**config.mk**
```make
export PLATFORM = sky130hd
export DESIGN_NAME = seg_scan_mux
export DESIGN_NICKNAME = d
export VERILOG_FILES = /design/src/rtl/seg_scan_mux.sv
export SDC_FILE = /design/constraint.sdc
export NUM_CORES = 1
export LEC_CHECK = 0
export CAP_MARGIN = 0
export CORE_AREA = 2 2 118 120
export CTS_BUF_LIST = sky130_fd_sc_hd__clkbuf_2 sky130_fd_sc_hd__clkbuf_4 sky130_fd_sc_hd__clkbuf_8
export CTS_CLUSTER_SIZE = 14
export DETAILED_ROUTE_END_ITERATION = 10
export DIE_AREA = 0 0 120 122
export PLACE_DENSITY = 0.82
export REMOVE_ABC_BUFFERS = 1
export SLEW_MARGIN = 40
export SYNTH_ARGS = -nofsm -noshare
export SYNTH_HDL_FRONTEND = slang
export SYNTH_SLANG_ARGS = --single-unit
```
**constraint.sdc**
```tcl
create_clock -name clk -period 2.85 [get_ports clk]
set_clock_uncertainty 0.1 [all_clocks]
set_input_delay 0.57 -clock clk [delete_from_list [all_inputs] [get_ports clk]]
set_output_delay 0.57 -clock clk [all_outputs]
set_load 0.05 [all_outputs]
```
**src/rtl/seg_scan_mux.sv**
```systemverilog
// Multiplexed seven-segment scanner with double-buffered patterns, PWM dimming
// and optional digit blinking (compile with SEG_BLINK_EN to build the blinker).
module seg_scan_mux #(
    parameter int NUM_DIGITS   = 8,
    parameter int SCAN_DIV     = 100000,
    parameter int BLINK_FRAMES = 64
) (
    input  logic                    clk,
    input  logic                    reset,
    input  logic [8*NUM_DIGITS-1:0] seg_in,
    input  logic                    load,
    input  logic [NUM_DIGITS-1:0]   enable_mask,
    input  logic [NUM_DIGITS-1:0]   blink_mask,
    input  logic [3:0]              brightness,
    output logic [NUM_DIGITS-1:0]   digit,
    output logic [7:0]              seg_data,
    output logic                    frame_done,
    output logic                    load_pending
);

    localparam int CW = $clog2(SCAN_DIV);
    localparam int IW = $clog2(NUM_DIGITS);
    localparam logic [CW-1:0] CNT_MAX = CW'(SCAN_DIV - 1);
    localparam logic [CW-1:0] CNT_PRE = CW'(SCAN_DIV - 2);
    localparam logic [IW-1:0] IDX_TOP = IW'(NUM_DIGITS - 1);

    logic [CW-1:0]           cnt;
    logic [IW-1:0]           idx;
    logic [3:0]              pwm;
    logic [8*NUM_DIGITS-1:0] active;
    logic [8*NUM_DIGITS-1:0] shadow;
    logic                    tick;
    logic                    wrap;
    logic                    pwm_on;
    logic                    blink_off;
    logic                    blank;
    logic                    en_sel;
    logic                    bl_sel;
    logic [7:0]              cur_byte;
    logic [NUM_DIGITS-1:0]   onehot;

    assign tick   = (cnt == CNT_MAX);
    assign wrap   = tick && (idx == '0);
    assign pwm_on = (pwm <= brightness);
    assign blank  = ~en_sel | ~pwm_on | blink_off;

    // Select the byte, one-hot code and mask bits of the digit being scanned
    always_comb begin
        cur_byte = '0;
        onehot   = '0;
        en_sel   = 1'b0;
        bl_sel   = 1'b0;
        for (int k = 0; k < NUM_DIGITS; k++) begin
            if (idx == IW'(k)) begin
                cur_byte  = active[k*8 +: 8];
                onehot[k] = 1'b1;
                en_sel    = enable_mask[k];
                bl_sel    = blink_mask[k];
            end
        end
    end

    // Prescaler and scan index; index walks downward and wraps per frame
    always_ff @(posedge clk or negedge reset) begin
        if (!reset) begin
            cnt <= '0;
            idx <= IDX_TOP;
        end else if (tick) begin
            cnt <= '0;
            idx <= (idx == '0) ? IDX_TOP : idx - 1'b1;
        end else begin
            cnt <= cnt + 1'b1;
        end
    end

    // Free-running PWM phase counter
    always_ff @(posedge clk or negedge reset) begin
        if (!reset) begin
            pwm <= '0;
        end else begin
            pwm <= pwm + 1'b1;
        end
    end

    // Registered display outputs; frame_done is timed to the wrapping tick
    always_ff @(posedge clk or negedge reset) begin
        if (!reset) begin
            digit      <= '0;
            seg_data   <= '0;
            frame_done <= 1'b0;
        end else begin
            digit      <= blank ? '0 : onehot;
            seg_data   <= blank ? 8'h00 : cur_byte;
            frame_done <= (cnt == CNT_PRE) && (idx == '0);
        end
    end

    // Shadow capture and frame-aligned transfer to the active buffer
    always_ff @(posedge clk or negedge reset) begin
        if (!reset) begin
            shadow       <= '0;
            active       <= '0;
            load_pending <= 1'b0;
        end else begin
            if (load) begin
                shadow <= seg_in;
            end
            if (wrap && load_pending) begin
                active <= shadow;
            end
            if (load) begin
                load_pending <= 1'b1;
            end else if (wrap) begin
                load_pending <= 1'b0;
            end
        end
    end

`ifdef SEG_BLINK_EN
    localparam int FW = (BLINK_FRAMES > 1) ? $clog2(BLINK_FRAMES) : 1;
    localparam logic [FW-1:0] FR_MAX = FW'(BLINK_FRAMES - 1);

    logic [FW-1:0] fcnt;
    logic          phase;

    assign blink_off = bl_sel & ~phase;

    // Blink phase flips after every BLINK_FRAMES completed frames
    always_ff @(posedge clk or negedge reset) begin
        if (!reset) begin
            fcnt  <= '0;
            phase <= 1'b1;
        end else if (wrap) begin
            if (fcnt == FR_MAX) begin
                fcnt  <= '0;
                phase <= ~phase;
            end else begin
                fcnt <= fcnt + 1'b1;
            end
        end
    end
`else
    logic unused_blink;

    assign unused_blink = bl_sel;
    assign blink_off    = 1'b0;
`endif

endmodule

```
* Yosys cells after proc, flatten, opt, wreduce, memory -nomap -nowiden *
Cells that the tools add are included.

word-level totals
  register bits after elaboration = 170
  latch bits = 0
  memory bits (writable) = 0
  bits in read-only memories = 0
  memories kept = 0

cells by class
  add/subtract/negate cells = 3
  $mul = 0
  divide/modulo/power cells = 0
  $lt $le $gt $ge = 1
  equality and inequality tests = 9
  shift-type cells = 0
  muxes and demuxes = 30
  bitwise gates (word level) = 3
  reductions and logical operators = 5

operator list
  operator               count
  $mux 8                 10
  $eq 17x17->1 const B   2
  $mux 1                 18
  $add 17x1->17 const B  1
  $mux 17                1
  $eq 3x3->1 const B     4
  $eq 3x2->1 const B     2
  $add 4x1->4 const B    1
  $le 4x4->1             1
  $eq 3x1->1 const B     1
  $logic_and 1x1->1      3
  $logic_not 3->1        1
  $mux 3                 1
  $sub 3x1->3 const B    1
  $not 1->1              2
  $reduce_bool 2->1      1
  $or 1x1->1             1

* Logic depth before layout (Yosys ltp) *
  word-level depth = 12
  mapped depth = 9
  gate-level depth less buffers = 7

* Worst setup path before layout *
No wires, ideal clock.

  path kind = reg2reg
  from = reg idx[0]
  to = reg seg_data[1]
  setup time = 146 ps
  arrival time = 2,102 ps
  slack = 502 ps
  cell stages (with the launch flop) = 10
  buffers on the path = 2
  clock period less this slack = 2,348 ps
  path through = dfstp_2 inv_1 ha_1 clkbuf_1 nor2b_1 a221oi_1 o221a_2 a211o_1 clkbuf_1 a221oi_1

on the way
  cells in the longest elaborated chain, start to end = 12
  elaborated cells between the ends (all ways) = 27

RTL lines
  what                    RTL line  source
  from (decl)             28        logic [IW-1:0] idx;
  from (signal assigned)  70        idx <= (idx == '0) ? IDX_TOP : idx - 1'b1;
  $logic_not 3->1         54        if (idx == IW'(k)) begin
  $mux 1 (8 in a row)     54
  $not 1->1               45        assign blank = ~en_sel | ~pwm_on | blink_off;
  $or 1x1->1              45
  $mux 8 *                93        seg_data <= blank ? 8'h00 : cur_byte;
  to (signal assigned)    93
  to (decl)               16        output logic [7:0] seg_data,

Mark *: on every way between the ends. The rest lies on a longest branch, timed or not.
A chain may end at the register's enable or synchronous reset.

* Worst setup path after layout *
  from = reg idx[0]
  to = reg seg_data[2]

Same word-level chain as after synthesis.

==> flow_summary.toml <==
[route]
drt_wl_total_mm = 15.0
drc = 0
post_drt_wl_per_cell_um = 17.7
vias_per_cell = 5.52
drt_iter0_drc = 276
dr.pass1.iters = 4
ant_nets = 0
vias = 4682

[yosys]
postSynthAreaPerCell_um2 = 13.5
synthDistinctLibCells = 44
synth_edf_count = 0
ys_warn_count = 0
synthFlopType = "dfrtp_1"
async_reset_ff_share_pct = 100
syn_inst = 555
ys_seq_area_share_pct = 56.7
synth.ff_latch_count = 170
netlist_area_um2 = 7500

[clocking]
cts-htree-levels = 4
root_buffer = "clkbuf_8"
post-cts-setup-buffer-count = 0
worstSkewPairLatency_ns = 0.46
cts_buffer_depth = 2
path_clk_slew_ns = 0.08
cts_tree = "yes"
numCtsBuffers = 17
cts_resized = 0
ctsHoldBuffers = 0
clock_sinks = 170

[worst_setup_path]
reg2reg_depth = 7
startpoint = "idx[0]$_DFFE_PN1N_"
cp_slowest_stage_delay_ns = 0.58
r2r_start = "idx[0]$_DFFE_PN1N_"
cp.required_ns = 3.10
slowest_stage = "dfstp_2"
crit_top_cell = "inv_1"
rrSetupSlack_ns = 0.31
r2r-end = "seg_data[2]$_DFF_PN0_"
critical_path.cell_chain = "inv_1 -> ha_1 -> inv_1 -> o21ai_0 -> o221a_2 -> a211o_1 -> a221oi_1"
end_kind = "flip-flop"
path_class = "flip-flop to flip-flop"
start_kind = "flip-flop"
worstPathMaxFanout = 11
cp_num_buf_inv = 2
worstPathArrival_ns = 2.79
cp_top_family = "compound AO/OA/AOI/OAI gates"

[timing]
holdWs_ns = -0.00153
slew_headroom_pct = 58.8
finalHoldViolCount = 2
fin_crit_ns = 2.54
worst_slew_pin_slew_ns = 0.612
finalSetupViolations = 0
max_clock_freq_mhz = 394
rsz0062_at_grt = "false"
fin_crit_sh_pct = 89.1
slew_viol_final = 0

[job]
drv_cap = 0

[outcome]
status = "finished, violations left"
failed_checks = "negative hold slack"

[global_routing]
overflow = 0
grt_pass1_vias = 4956
gr-usage-all-layers_pct = 22.1
grt_max_degree = 66
grt_pass1_wl_mm = 24.9
antenna_found_initial = 0

[layout]
final_area_um2 = 9120
nets = 755
layout_common_cells = "dfrtp_1, clkdlybuf4s50_1, mux2_2"
drive_gt1_share_pct = 27.8
diodes = 0
syn_to_final_growth_pct = 21.5
fillerInstances = 1016
layout_commonest_cell = "dfrtp_1"

[placed_design]
port_buffers = 96
dp_hpwl_mm = 10.3
gp_congestion = 0.785
dpl_cell_area_um2 = 8700

[power_and_ir_drop]
ir_drop_v = 0.000363
p_leak_nw = 4.26
power.density_nw_per_um2 = 508

[floorplan]
row_count = 43
die_area_um2 = 14600
start_util_pct = 55.6
core-area_um2 = 13500
die_w_um = 120
die_height_um = 122
ios = 105

[worst_hold_path]
hold_path_class = "input port to async pin"
[sequential cells by signal, indices dropped and copies added, names as in the netlist]
name	count
seg_data	8
frame_done	1
digit	8
cnt	17
load_pending	1
shadow	64
active	64
idx	3
pwm	4
[cell usage after synthesis, types with 2 or more instances]
library cell,n,area [um2]
inv_1,16,60.1
dfrtp_1,167,4180
nand3_1,10,50.1
dfstp_2,3,78.8
a22oi_1,7,52.6
o21ai_0,17,85.1
buf_6,6,67.6
mux2_2,68,766
nand4_1,2,12.5
o211ai_1,7,52.6
nor4_1,5,31.3
and3_1,3,18.8
xnor2_1,8,70.1
a211o_1,7,61.3
xor2_1,8,70.1
nand2_1,38,143
a221oi_1,16,140
nor3_1,5,25.0
ha_1,12,150
nor2_1,26,97.6
nor3b_1,2,15.0
a21o_1,3,22.5
a211oi_1,2,15.0
clkbuf_1,24,90.1
a21oi_1,11,55.1
mux2_4,60,901
nor2b_1,5,31.3
[logic make-up (layout without fill, tap and decap cells)]
family | count (synthesis) | count (layout) | share of synthesized area (%)
compound gates | 77 | 77 | 7.22
xor+xnor | 16 | 16 | 1.87
fa+ha+maj | 12 | 12 | 2.00
buf+inv | 47 | 160 | 2.97
flops | 170 | 170 | 56.7
mux | 128 | 128 | 22.2
simple gates | 105 | 105 | 6.99
[cell type report]
class	instances	area [um2]	area share [%]
sequential	170	4260	46.7
multi-input combinational	338	3020	33.2
inverter	16	60.1	0.659
timing repair buffer	113	1130	12.4
clock inverter	8	118	1.29
clock buffer	23	298	3.27
tap	180	225	2.47
[routing by layer]
layer,share of wire (%),track usage [%],up-vias
met5,0,0,-
li1,-,-,2179
met1,44,28.7,2346
met2,49,36.8,135
met4,1.7,8.09,0
met3,5.3,4.78,22
[where the power goes]
group | total (mW) | internal, mW | switching [mW]
logic | 0.309 | 0.192 | 0.118
clock network | 1.77 | 0.955 | 0.813
registers | 2.56 | 2.50 | 0.0533
[worst reg2reg max path: cells and delay by family (launching register included)]
family / cells / cell delay, ns
adder cells (fa/ha/maj): 1 / 0.30
AO/OA/AOI/OAI: 4 / 1.17
buffers and inverters: 2 / 0.29
flip-flops: 1 / 0.58
[stage by stage]
stage	setup TNS, ns	instances	utilization, %	power [mW]	setup WS (ns)
after global routing	0	848	67.5	4.82	0.148
after detailed placement	0	817	64.4	2.92	0.114
after floorplan	-21.81	524	-	2.69	-0.341
final	0	848	67.5	4.63	0.311
after CTS	0	848	67.5	4.68	0.311
after global placement	0	817	64.4	2.90	0.181
[worst max-delay path by stage]
stage                                 end  slack (ns)  cells past startpoint
global placement    seg_data[4]$_DFF_PN0_        0.18                      8
detailed placement  seg_data[2]$_DFF_PN0_        0.11                      8
global route        seg_data[5]$_DFF_PN0_        0.15                      7
finish              seg_data[2]$_DFF_PN0_        0.31                      7
CTS                 seg_data[2]$_DFF_PN0_        0.31                      7
floorplan           active[0]$_DFFE_PN0P_       -0.34                      4
(Power assumes the default switching activity.)
